## config.mk

```make
export PLATFORM = sky130hd
export DESIGN_NAME = circuito_gerador_vetores_comparador
export DESIGN_NICKNAME = d
export VERILOG_FILES = /design/src/rtl/circuito_gerador_vetores_comparador.sv
export SDC_FILE = /design/constraint.sdc
export NUM_CORES = 1
export LEC_CHECK = 0
export CAP_MARGIN = 20
export CORE_MARGIN = 1
export CORE_UTILIZATION = 55
export CTS_CLUSTER_DIAMETER = 30
export DETAILED_ROUTE_END_ITERATION = 10
export GPL_ROUTABILITY_DRIVEN = 0
export PLACE_DENSITY = 0.82
export SYNTH_ARGS = -nofsm -noshare
export SYNTH_HDL_FRONTEND = slang
export SYNTH_SLANG_ARGS = --single-unit
```

## constraint.sdc

```tcl
create_clock -name clk -period 4.74 [get_ports clk]
set_input_delay 1.185 -clock clk [delete_from_list [all_inputs] [get_ports clk]]
set_output_delay 1.185 -clock clk [all_outputs]
set_load 0.02 [all_outputs]
```

## src/rtl/circuito_gerador_vetores_comparador.sv

```systemverilog
// circuito_gerador_vetores_comparador
// Stimulus generator and checker for a 6-input equality comparator.
// Sweeps all 64 vectors onto A..F, holds each for SETTLE_CYCLES cycles,
// samples FI for one cycle and compares it against the golden
// equality (A==D)&(B==F)&(C==E). Match and error counts are accumulated.
// pass is reported at the end of the run.
// SETTLE_CYCLES legal range: 1..15.
// Optional feature macro: CIRCUITO_GERADOR_CAPTURA_ERRO_EN
//   When defined, the module adds first_err_valid and first_err_vec.
//   These capture the first vector of a run whose FI sample was wrong.
module circuito_gerador_vetores_comparador #(
    parameter int SETTLE_CYCLES = 1
) (
    input  logic       clk,
    input  logic       reset,
    input  logic       start,
    input  logic       FI,
    output logic       A,
    output logic       B,
    output logic       C,
    output logic       D,
    output logic       E,
    output logic       F,
    output logic       busy,
    output logic       done,
    output logic       pass,
    output logic [6:0] match_count,
    output logic [6:0] error_count
`ifdef CIRCUITO_GERADOR_CAPTURA_ERRO_EN
   ,output logic       first_err_valid,
    output logic [5:0] first_err_vec
`endif
);

    // state     | meaning
    // ST_IDLE   | waiting for start after reset
    // ST_DRIVE  | vector on A..F, settle window counting down
    // ST_SAMPLE | one cycle: FI checked, counters updated
    // ST_DONE   | sweep finished, results held until next start
    typedef enum logic [1:0] {
        ST_IDLE   = 2'd0,
        ST_DRIVE  = 2'd1,
        ST_SAMPLE = 2'd2,
        ST_DONE   = 2'd3
    } state_t;

    localparam logic [3:0] LP_SETTLE = 4'(SETTLE_CYCLES);

    state_t     r_state;
    logic [5:0] r_vec;
    logic [3:0] r_settle;
    logic [6:0] r_match;
    logic [6:0] r_err;
    logic       r_busy;
    logic       r_done;
`ifdef CIRCUITO_GERADOR_CAPTURA_ERRO_EN
    logic       r_first_err_valid;
    logic [5:0] r_first_err_vec;
`endif

    logic w_expected;
    logic w_mismatch;

    // Golden model evaluated on the vector currently driven onto A..F.
    // Vector bits map as A=vec[5], B=vec[4], C=vec[3], D=vec[2], E=vec[1] and F=vec[0].
    assign w_expected = (r_vec[5] == r_vec[2]) & (r_vec[4] == r_vec[0]) & (r_vec[3] == r_vec[1]);
    assign w_mismatch = FI ^ w_expected;

    // Sequencer: sweep vectors, hold each for the settle window, then sample and count.
    always_ff @(posedge clk) begin
        if (reset) begin
            r_state  <= ST_IDLE;
            r_vec    <= 6'd0;
            r_settle <= 4'd0;
            r_match  <= 7'd0;
            r_err    <= 7'd0;
            r_busy   <= 1'b0;
            r_done   <= 1'b0;
`ifdef CIRCUITO_GERADOR_CAPTURA_ERRO_EN
            r_first_err_valid <= 1'b0;
            r_first_err_vec   <= 6'd0;
`endif
        end else begin
            case (r_state)
                ST_IDLE, ST_DONE: begin
                    if (start) begin
                        r_state  <= ST_DRIVE;
                        r_vec    <= 6'd0;
                        r_settle <= LP_SETTLE;
                        r_match  <= 7'd0;
                        r_err    <= 7'd0;
                        r_busy   <= 1'b1;
                        r_done   <= 1'b0;
`ifdef CIRCUITO_GERADOR_CAPTURA_ERRO_EN
                        r_first_err_valid <= 1'b0;
                        r_first_err_vec   <= 6'd0;
`endif
                    end
                end
                ST_DRIVE: begin
                    r_settle <= r_settle - 4'd1;
                    // The window ends after the cycle in which the counter shows 1.
                    // A count of 0 is treated the same way, so a bad parameter cannot hang the sweep.
                    if (r_settle <= 4'd1) begin
                        r_state  <= ST_SAMPLE;
                        r_settle <= 4'd0;
                    end
                end
                ST_SAMPLE: begin
                    r_match <= r_match + {6'd0, FI};
                    r_err   <= r_err + {6'd0, w_mismatch};
`ifdef CIRCUITO_GERADOR_CAPTURA_ERRO_EN
                    if (w_mismatch && !r_first_err_valid) begin
                        r_first_err_valid <= 1'b1;
                        r_first_err_vec   <= r_vec;
                    end
`endif
                    if (r_vec == 6'd63) begin
                        r_state <= ST_DONE;
                        r_busy  <= 1'b0;
                        r_done  <= 1'b1;
                    end else begin
                        r_vec    <= r_vec + 6'd1;
                        r_settle <= LP_SETTLE;
                        r_state  <= ST_DRIVE;
                    end
                end
                default: begin
                    r_state <= ST_IDLE;
                    r_busy  <= 1'b0;
                    r_done  <= 1'b0;
                end
            endcase
        end
    end

    assign {A, B, C, D, E, F} = r_vec;
    assign busy        = r_busy;
    assign done        = r_done;
    assign match_count = r_match;
    assign error_count = r_err;
    // A correct comparator asserts FI for exactly 8 of the 64 vectors.
    assign pass        = r_done & (r_err == 7'd0) & (r_match == 7'd8);
`ifdef CIRCUITO_GERADOR_CAPTURA_ERRO_EN
    assign first_err_valid = r_first_err_valid;
    assign first_err_vec   = r_first_err_vec;
`endif

endmodule

```

After elaboration in Yosys (flattened, before gate mapping). Index checks and enable logic that the tools add are counted. W data, S select, Z words.

Input bits: 4. Output and inout bits: 23. Logic and storage cells: 58. Flip-flop bits (word level): 28.

Reduce and logical (&&, ||, !) cells: 9. Equality and inequality tests: 12. Add/subtract/negate cells: 4. $lt $le $gt $ge: 1. Bitwise operators: 5. Multiplexer cells: 20.

Operator list (count): $pmux W7 S2 (2); $add A7 B1 Y7 (2); $mux W4 (3); $mux W6 (2); $pmux W4 S3 (1); $pmux W6 S2 (1); $ne A2 B2 Y1 const B (4); $eq A7 B4 Y1 const B (1); $logic_not A7 Y1 (1); $mux W7 (1); $add A6 B1 Y6 const B (1); $eq A6 B6 Y1 const B (1); $mux W2 (3); $pmux W2 S3 (1); $reduce_and A2 Y1 (3); $reduce_and A3 Y1 (2); $and A1 B1 Y1 (4); $eq A2 B2 Y1 const B (2); $le A4 B1 Y1 const B (1); $mux W1 (4); $pmux W1 S2 (2); $sub A4 B1 Y4 const B (1); $eq A1 B1 Y1 (3); $eq A2 B1 Y1 const B (1); other kinds (4) (4).

Depth between registers and ports, before layout. Gate-level depths: netlist of the first run.

Depth after elaboration: 6. Depth in mapped cells: 10. Depth with buffers taken out: 9.

Worst setup path after synthesis of the first run. OpenSTA, ideal clock, no wires.

Path type: input port to flip-flop. Start point: input FI. End point: register r_err[6] (netlist: error_count[6]). Setup slack: 2409 ps. Data arrival time: 2214 ps. Buffers on the path: 0. Cell stages on the path: 7. Library setup time: 117 ps. Path through: xnor2_1 > ha_1 > ha_1 > nand2_1 > nor4b_2 > xnor2_1 > nor2_1.

Word-level cells in the longest chain between the ends: 3.

Ends and longest elaborated chain: start, declared (line 17) `input logic FI,`; $xor A1 B1 Y1 (line 67) `assign w_mismatch = FI ^ w_expected;`; $add A7 B1 Y7 (line 111) `r_err <= r_err + {6'd0, w_mismatch};`; $pmux W7 S2 (line 84) `case (r_state)`; end signal, assigned (line 111); end, declared (line 53) `logic [6:0] r_err;`.

No other way between the ends. A chain may end at the register's enable or synchronous reset.

Worst setup path after layout of the first run.
Start point: register r_err[3] (netlist: error_count[3]). End point: output pass.

Word-level cells in the longest chain between the ends: 3.

Ends and longest elaborated chain: $logic_not A7 Y1 (line 143) `assign pass = r_done & (r_err == 7'd0) & (r_match == 7'd8);`; $and A1 B1 Y1 (2 in a row) (line 143); end, declared (line 26) `output logic pass,`.

No other way between the ends.

==> metrics.md, run 1 <==
| Metric | Value |
|---|---|
| Inserted Clock Buffers | `3` |
| Critical path type | `flip-flop to primary output` |
| Commonest cells in the netlist | `dfxtp_1, nor2_1, nand2_1, a21oi_1, ha_1` |
| Min Clock Period, post-route | `3.03 ns` |
| Worst vdd ir | `0.261 mV` |
| Final Setup Violations | `0` |
| Max cap viols | `0` |
| Largest net degree at the start of global routing | `20` |
| Worst slew margin | `53.0%` |
| Hold depth | `2` |
| Drt wl/cell | `14.6 microns` |
| Initial antenna violation count | `0` |
| Total track usage | `24.9%` |
| Layout Skew | `0.00147 ns` |
| Total vias in the final route | `1365` |
| Worst-path fanout max | `6` |
| Sequential share of the synthesized area | `37.4%` |
| EDFF count, synth | `0` |
| Die area | `2940 sq um` |
| Postcts setup bufs | `0` |
| Syn-to-layout area delta | `20.6%` |
| DPL Wire Length | `2410 microns` |
| CTS Buffer Depth | `2` |
| Antenna cells | `0` |
| Seq cells post-synth | `28` |
| Fillers | `207` |
| Grt ovf | `0` |
| Cell variety after synth | `38` |
| Cell area after synthesis | `1500 sq um` |
| Asr flop ratio synth | `0%` |
| Avg Inst Size Synth | `8.76 sq um` |
| Wirelength, routed | `3280 microns` |
| Port Buf Inserts | `26` |
| Startpoint type of the worst setup path | `flip-flop` |
| Hold_buf cts | `0` |
| Row cnt | `18` |
| I/O pin count | `27` |
| Post-layout nets | `210` |
| Die width | `54.2 microns` |
| Count leader, synth | `dfxtp_1` |
| RSZ-0062 raised after global routing | `false` |
| Synth warn | `0` |
| CTS tree | `yes` |
| Outcome | `finished clean` |
| First-pass GRT wire length | `5260 microns` |
| Synth top area share | `37.4%` |
| Antenna viol nets, final | `0` |
| Worst Setup End Kind | `primary output` |
| Skew-Pair Late Insertion Delay | `0.33 ns` |
| Setup ws final | `1.71 ns` |
| Hold Crit Endpoint | `r_settle[1]` |
| Hold WC Path Type | `flip-flop to flip-flop` |
| Power Density | `287 nW/um^2` |
| R2R setup slack | `2.66 ns` |
| Root buf cell | `clkbuf_4` |
| Pre-CTS setup slack | `1.79 ns` |
| Die Ht | `54.2 microns` |
| Post_cts resized | `0` |
| Iteration-0 DRC Markers | `42` |
| Synth Net Count | `185` |
| Final hold violations | `0` |
| Core area | `2520 sq um` |
| # DRC | `0` |
| Layout cell share with drive strength beyond 1 | `6.15%` |
| Worst r2r path cells | `9` |
| DR pass1 iterations | `4` |
| CP arrival | `1.84 ns` |
| Beginning of the worst hold path | `r_settle[1]` |
| Clock-pin slew on the worst setup and hold paths | `0.15 ns` |
| Fin crit share | `63.9%` |
| Fmax | `330 MHz` |
| Synth top area cells | `dfxtp_1, ha_1, nor2_1` |
| Slew Limit Fails | `0` |
| Synth area leader | `dfxtp_1` |
| Worst r2r src | `r_vec[5]` |
| Worst EP required | `3.56 ns` |
| Number of global-route vias before repair | `1195` |
| Setup_tns | `0 ns` |
| H-tree depth | `1` |
| CTS Sinks | `28` |
| Top_reg_cell synth | `dfxtp_1` |
| Worst Tran Pin Value | `0.692 ns` |
| Initial Util | `59.4%` |
| Reg2Reg Capture Point | `error_count[6]` |
| Routed vias/inst | `6.07` |
| P_leak | `0.605 nW` |
| Gate count of the mapped netlist | `171` |
logic make-up after synthesis:
family	count (synthesis)	share of synthesized area [%]
buffers and inverters	13	3.51
XOR/XNOR	14	8.19
adder cells (fa/ha/maj)	10	8.35
AND/OR/NAND/NOR	67	24.8
flip-flops	28	37.4
AO/OA/AOI/OAI	36	15.4
multiplexers	3	2.34
per-layer routing:
| metal | track usage [%] | vias up | part of all wire, % |
|---|---|---|---|
| met1 | 32.6 | 657 | 47 |
| met2 | 40.7 | 41 | 48 |
| li1 | - | 661 | - |
| met3 | 2.82 | 6 | 3.8 |
| met4 | 10.7 | 0 | 1.2 |
| met5 | 0 | - | 0 |
layout by cell type (no fill, tap or decap), drive strengths merged, types with 3 or more instances in the layout:
| cell type | netlist | routed |
|---|---|---|
| xnor2 | 8 | 8 |
| a211oi | 5 | 5 |
| clkdlybuf4s50 | 0 | 26 |
| xor2 | 6 | 6 |
| a22oi | 5 | 5 |
| or3 | 3 | 3 |
| nor2 | 20 | 20 |
| ha | 10 | 10 |
| o21ai | 9 | 9 |
| nand4 | 5 | 5 |
| nor4b | 5 | 5 |
| inv | 7 | 7 |
| nand2b | 3 | 3 |
| clkbuf | 3 | 4 |
| nor4 | 3 | 3 |
| dfxtp | 28 | 28 |
| a21oi | 10 | 10 |
| nand2 | 16 | 16 |
| nand3 | 3 | 3 |
stage by stage:
step                instances  util, %  cell area [sq um]  hold WS (ns)  power (W)
finish                    225     71.6               1810         0.483   0.000518
global route              225     71.6               1810         0.529   0.000546
global placement          221     70.1               1770         0.452   0.000395
floorplan                 171        -               1500         0.441   0.000367
detailed placement        221     70.1               1770         0.470   0.000402
CTS                       225     71.6               1810         0.489   0.000520
worst max-delay path, cell delays in order, from the launching register on:
cell	delay [ns]
dfxtp_1	0.40
nor4_1	0.30
and4_1	0.22
clkdlybuf4s50_1	0.60
state kept, by name, summed over array words and instances (netlist names):
signal	flops
r_settle	4
r_vec	6
done	1
busy	1
match_count	7
error_count	7
r_state	2
cell type report:
cell class | count | area (sq um) | share of cell area, %
clock buffers | 4 | 36.3 | 2.01
inverters | 7 | 26.3 | 1.46
multi-input cells | 130 | 885 | 49.0
flip-flops and latches | 28 | 561 | 31.0
well taps | 30 | 37.5 | 2.08
repair buffers | 26 | 260 | 14.4
power breakdown:
part / leakage, nW / switching (W) / internal [W]
Combinational: 0.358 / 0.0000888 / 0.0000525
Clock: 0.0210 / 0.0000717 / 0.0000470
Sequential: 0.227 / 0.0000108 / 0.000247
worst max-delay path by stage:
stage	endpoint	slack [ns]	start	cells after the start
CTS	pass	1.70	error_count[3]	3
finish	pass	1.71	error_count[3]	3
global placement	error_count[6]	1.87	FI	8
detailed placement	error_count[6]	1.79	FI	8
floorplan	error_count[6]	2.41	FI	7
global route	pass	1.60	error_count[3]	3
Note: power is estimated with default switching activity, not from simulation.
==> run 2: changes to the inputs <==
CORE_UTILIZATION = 51   (was 55)
PLACE_DENSITY = 0.77   (was 0.82)
clock period = 2.83 ns   (was 4.74 ns; I/O delays follow)
==> run 2 against run 1 <==
- final area rose by 0.90%
- critical endpoint unchanged
- die area increased by 7.5%
- final cell count is 1.3% higher
- via count shrank 3.7%
- register-to-register slack worse by 1.9 ns
- sequential share of layout area fell by 0.28 points
- setup slack got worse by 1.4 ns
- clock power rose by 61%
- critical path depth did not move
==> metrics.md, run 2 (synthesis gave the netlist of run 1 again) <==
| Metric | Value |
|---|---|
| Critical path type | `flip-flop to primary output` |
| Post_cts resized | `0 (unchanged)` |
| Worst Path Buf+Inv | `1 (unchanged)` |
| Row cnt | `19 (+1)` |
| Port Buf Inserts | `26 (unchanged)` |
| I/O pin count | `27 (unchanged)` |
| R2R setup slack | `0.81 ns (-1.85 ns)` |
| Pre-CTS setup slack | `0.378 ns (-1.42 ns)` |
| Syn-to-layout area delta | `21.6%` |
| Cell family with most CP delay | `buffers and inverters` |
| Commonest cells after routing, fill and taps aside | `dfxtp_1, clkdlybuf4s50_1, nor2_1` |
| Hold depth | `2 (unchanged)` |
| Die Ht | `56.2 microns (+3.7%)` |
| Post-layout nets | `212 (+0.95%)` |
| P_sw | `0.000278 W (+62%)` |
| RSZ-0062 raised after global routing | `false` |
| Core area | `2760 sq um (+9.3%)` |
| CTS Sinks | `28 (unchanged)` |
| Levels on crit path | `3 (unchanged)` |
| First-pass GRT wire length | `5270 microns (+0.13%)` |
| Total track usage | `20.3% (-4.5 points)` |
| Inserted Clock Buffers | `3 (unchanged)` |
| # DRC | `0 (unchanged)` |
| Antenna viol nets, final | `0 (unchanged)` |
| Worst Setup End Kind | `primary output` |
| CTS tree | `yes` |
| Hold WC Path Type | `flip-flop to flip-flop` |
| Internal power component | `0.000587 W (+69%)` |
| Final hold violations | `0 (unchanged)` |
| Fin crit share | `88.8%` |
| Clock-pin slew on the worst setup and hold paths | `0.15 ns (about the same)` |
| Drt wl/cell | `13.1 microns (-9.8%)` |
| Power share of the combinational group | `27.9% (+0.6 points)` |
| DPL Wire Length | `2280 microns (-5.4%)` |
| Switching part of the total power | `32.2% (-0.92 points)` |
| Initial Util | `54.3% (-5.1 points)` |
| Layout Skew | `0.00312 ns (+0.00166 ns)` |
| Wirelength, routed | `3000 microns (-8.6%)` |
| DR pass1 iterations | `4 (unchanged)` |
| Grt ovf | `0 (unchanged)` |
| Skew-Pair Late Insertion Delay | `0.31 ns (-0.02 ns)` |
| Power Density | `475 nW/um^2 (+65%)` |
| Outcome | `finished clean` |
| Total vias in the final route | `1314 (-3.7%)` |
| Die area | `3160 sq um (+7.5%)` |
| Min Clock Period, post-route | `2.51 ns` |
| CTS Buffer Depth | `2 (unchanged)` |
| Die width | `56.2 microns (+3.7%)` |
| Worst slew margin | `56.4% (+3.5 points)` |
| Worst r2r path cells | `9 (unchanged)` |
| P_leak | `0.615 nW (+1.6%)` |
| Worst EP required | `2.12 ns (-1.44 ns)` |
| Initial antenna violation count | `0 (unchanged)` |
| CP arrival | `1.81 ns (-0.03 ns)` |
| Layout cell share with drive strength beyond 1 | `7.11% (+0.95 points)` |
| Final Setup Violations | `0 (unchanged)` |
| Hold_buf cts | `0 (unchanged)` |
| Setup_tns | `0 ns (unchanged)` |
| Routed vias/inst | `5.76 (-5.0%)` |
| Iteration-0 DRC Markers | `40 (-4.8%)` |
| Fmax | `398 MHz` |
| Number of global-route vias before repair | `1206 (+0.92%)` |
| CP Cell Sequence | `nor4_1 -> and4_1 -> clkdlybuf4s50_1` |
| Largest net degree at the start of global routing | `16 (-20%)` |
| Max incr delay on CP | `0.60 ns (about the same)` |
| Setup ws final | `0.317 ns (-1.40 ns)` |
| Max cap viols | `0 (unchanged)` |
| H-tree depth | `1 (unchanged)` |
| CP max-delay cell | `clkdlybuf4s50_1` |
| Worst-path fanout max | `6 (unchanged)` |
| Commonest non-fill, non-tap cell in the layout | `dfxtp_1` |
| Startpoint type of the worst setup path | `flip-flop` |
| Slew Limit Fails | `0 (unchanged)` |
| Clock power share | `22.1% (-0.8 points)` |
| Worst vdd ir | `0.468 mV (+79%)` |
| Root buf cell | `clkbuf_4` |
| Antenna cells | `0 (unchanged)` |
| Worst Tran Pin Value | `0.648 ns (-0.0440 ns)` |
| Postcts setup bufs | `0 (unchanged)` |
| Sequential Power Share | `50.0% (+0.2 points)` |
[run 2: cell count changes in the layout (fill, tap and decap cells not counted)]
cell,before,now
buf_4,0,2
[run 2: per-stage QoR]
| step | utilization, % | hold slack (ns) | instances | total power, W | instance area, sq um |
|---|---|---|---|---|---|
| final | 66.1 | 0.474 | 228 | 0.000865 | 1820 |
| after global routing | 66.1 | 0.495 | 228 | 0.000915 | 1820 |
| after CTS | 66.1 | 0.475 | 228 | 0.000870 | 1820 |
| after detailed placement | 64.7 | 0.455 | 224 | 0.000682 | 1790 |
| after global placement | 64.7 | 0.453 | 224 | 0.000669 | 1790 |
| after floorplan | - | 0.441 | 171 | 0.000615 | 1500 |
[run 2: power groups by stage]
stage	logic [W]	registers [W]	clock network (W)
floorplan	0.000172	0.000442	0
global placement	0.000231	0.000438	0
detailed placement	0.000241	0.000440	0
CTS	0.000242	0.000432	0.000196
global route	0.000269	0.000436	0.000210
finish	0.000241	0.000432	0.000191
[run 2: final timing paths]
kind | to | startpoint
worst max-delay path | pass | error_count[3]
worst min-delay path | r_settle[1] | r_settle[1]
worst max register to register | error_count[6] | r_vec[5]
worst min register to register | r_settle[1] | r_settle[1]
[run 2: layout make-up]
class	instances	area, sq um
Sequential cell	28	561
Timing Repair Buffer	28	275
Clock buffer	4	36.3
Inverter	7	26.3
Multi-Input combinational cell	130	885
Fill cell	232	936
Tap cell	31	38.8
[run 2: worst min-delay path, stage by stage (launching register included)]
cell and delay, ns:
dfxtp_1 0.35, nand2_1 0.05, a21oi_1 0.05
[run 2: per-layer routing]
layer  vias to the layer above  share of wire, %  wire length [microns]  track usage [%]
li1                        671                 -                      -                -
met1                       618                49                   1480             26.9
met2                        23                46                   1390             33.7
met3                         2               3.6                    108             3.72
met4                         0              0.70                     21             6.27
met5                         -                 0                      0                0
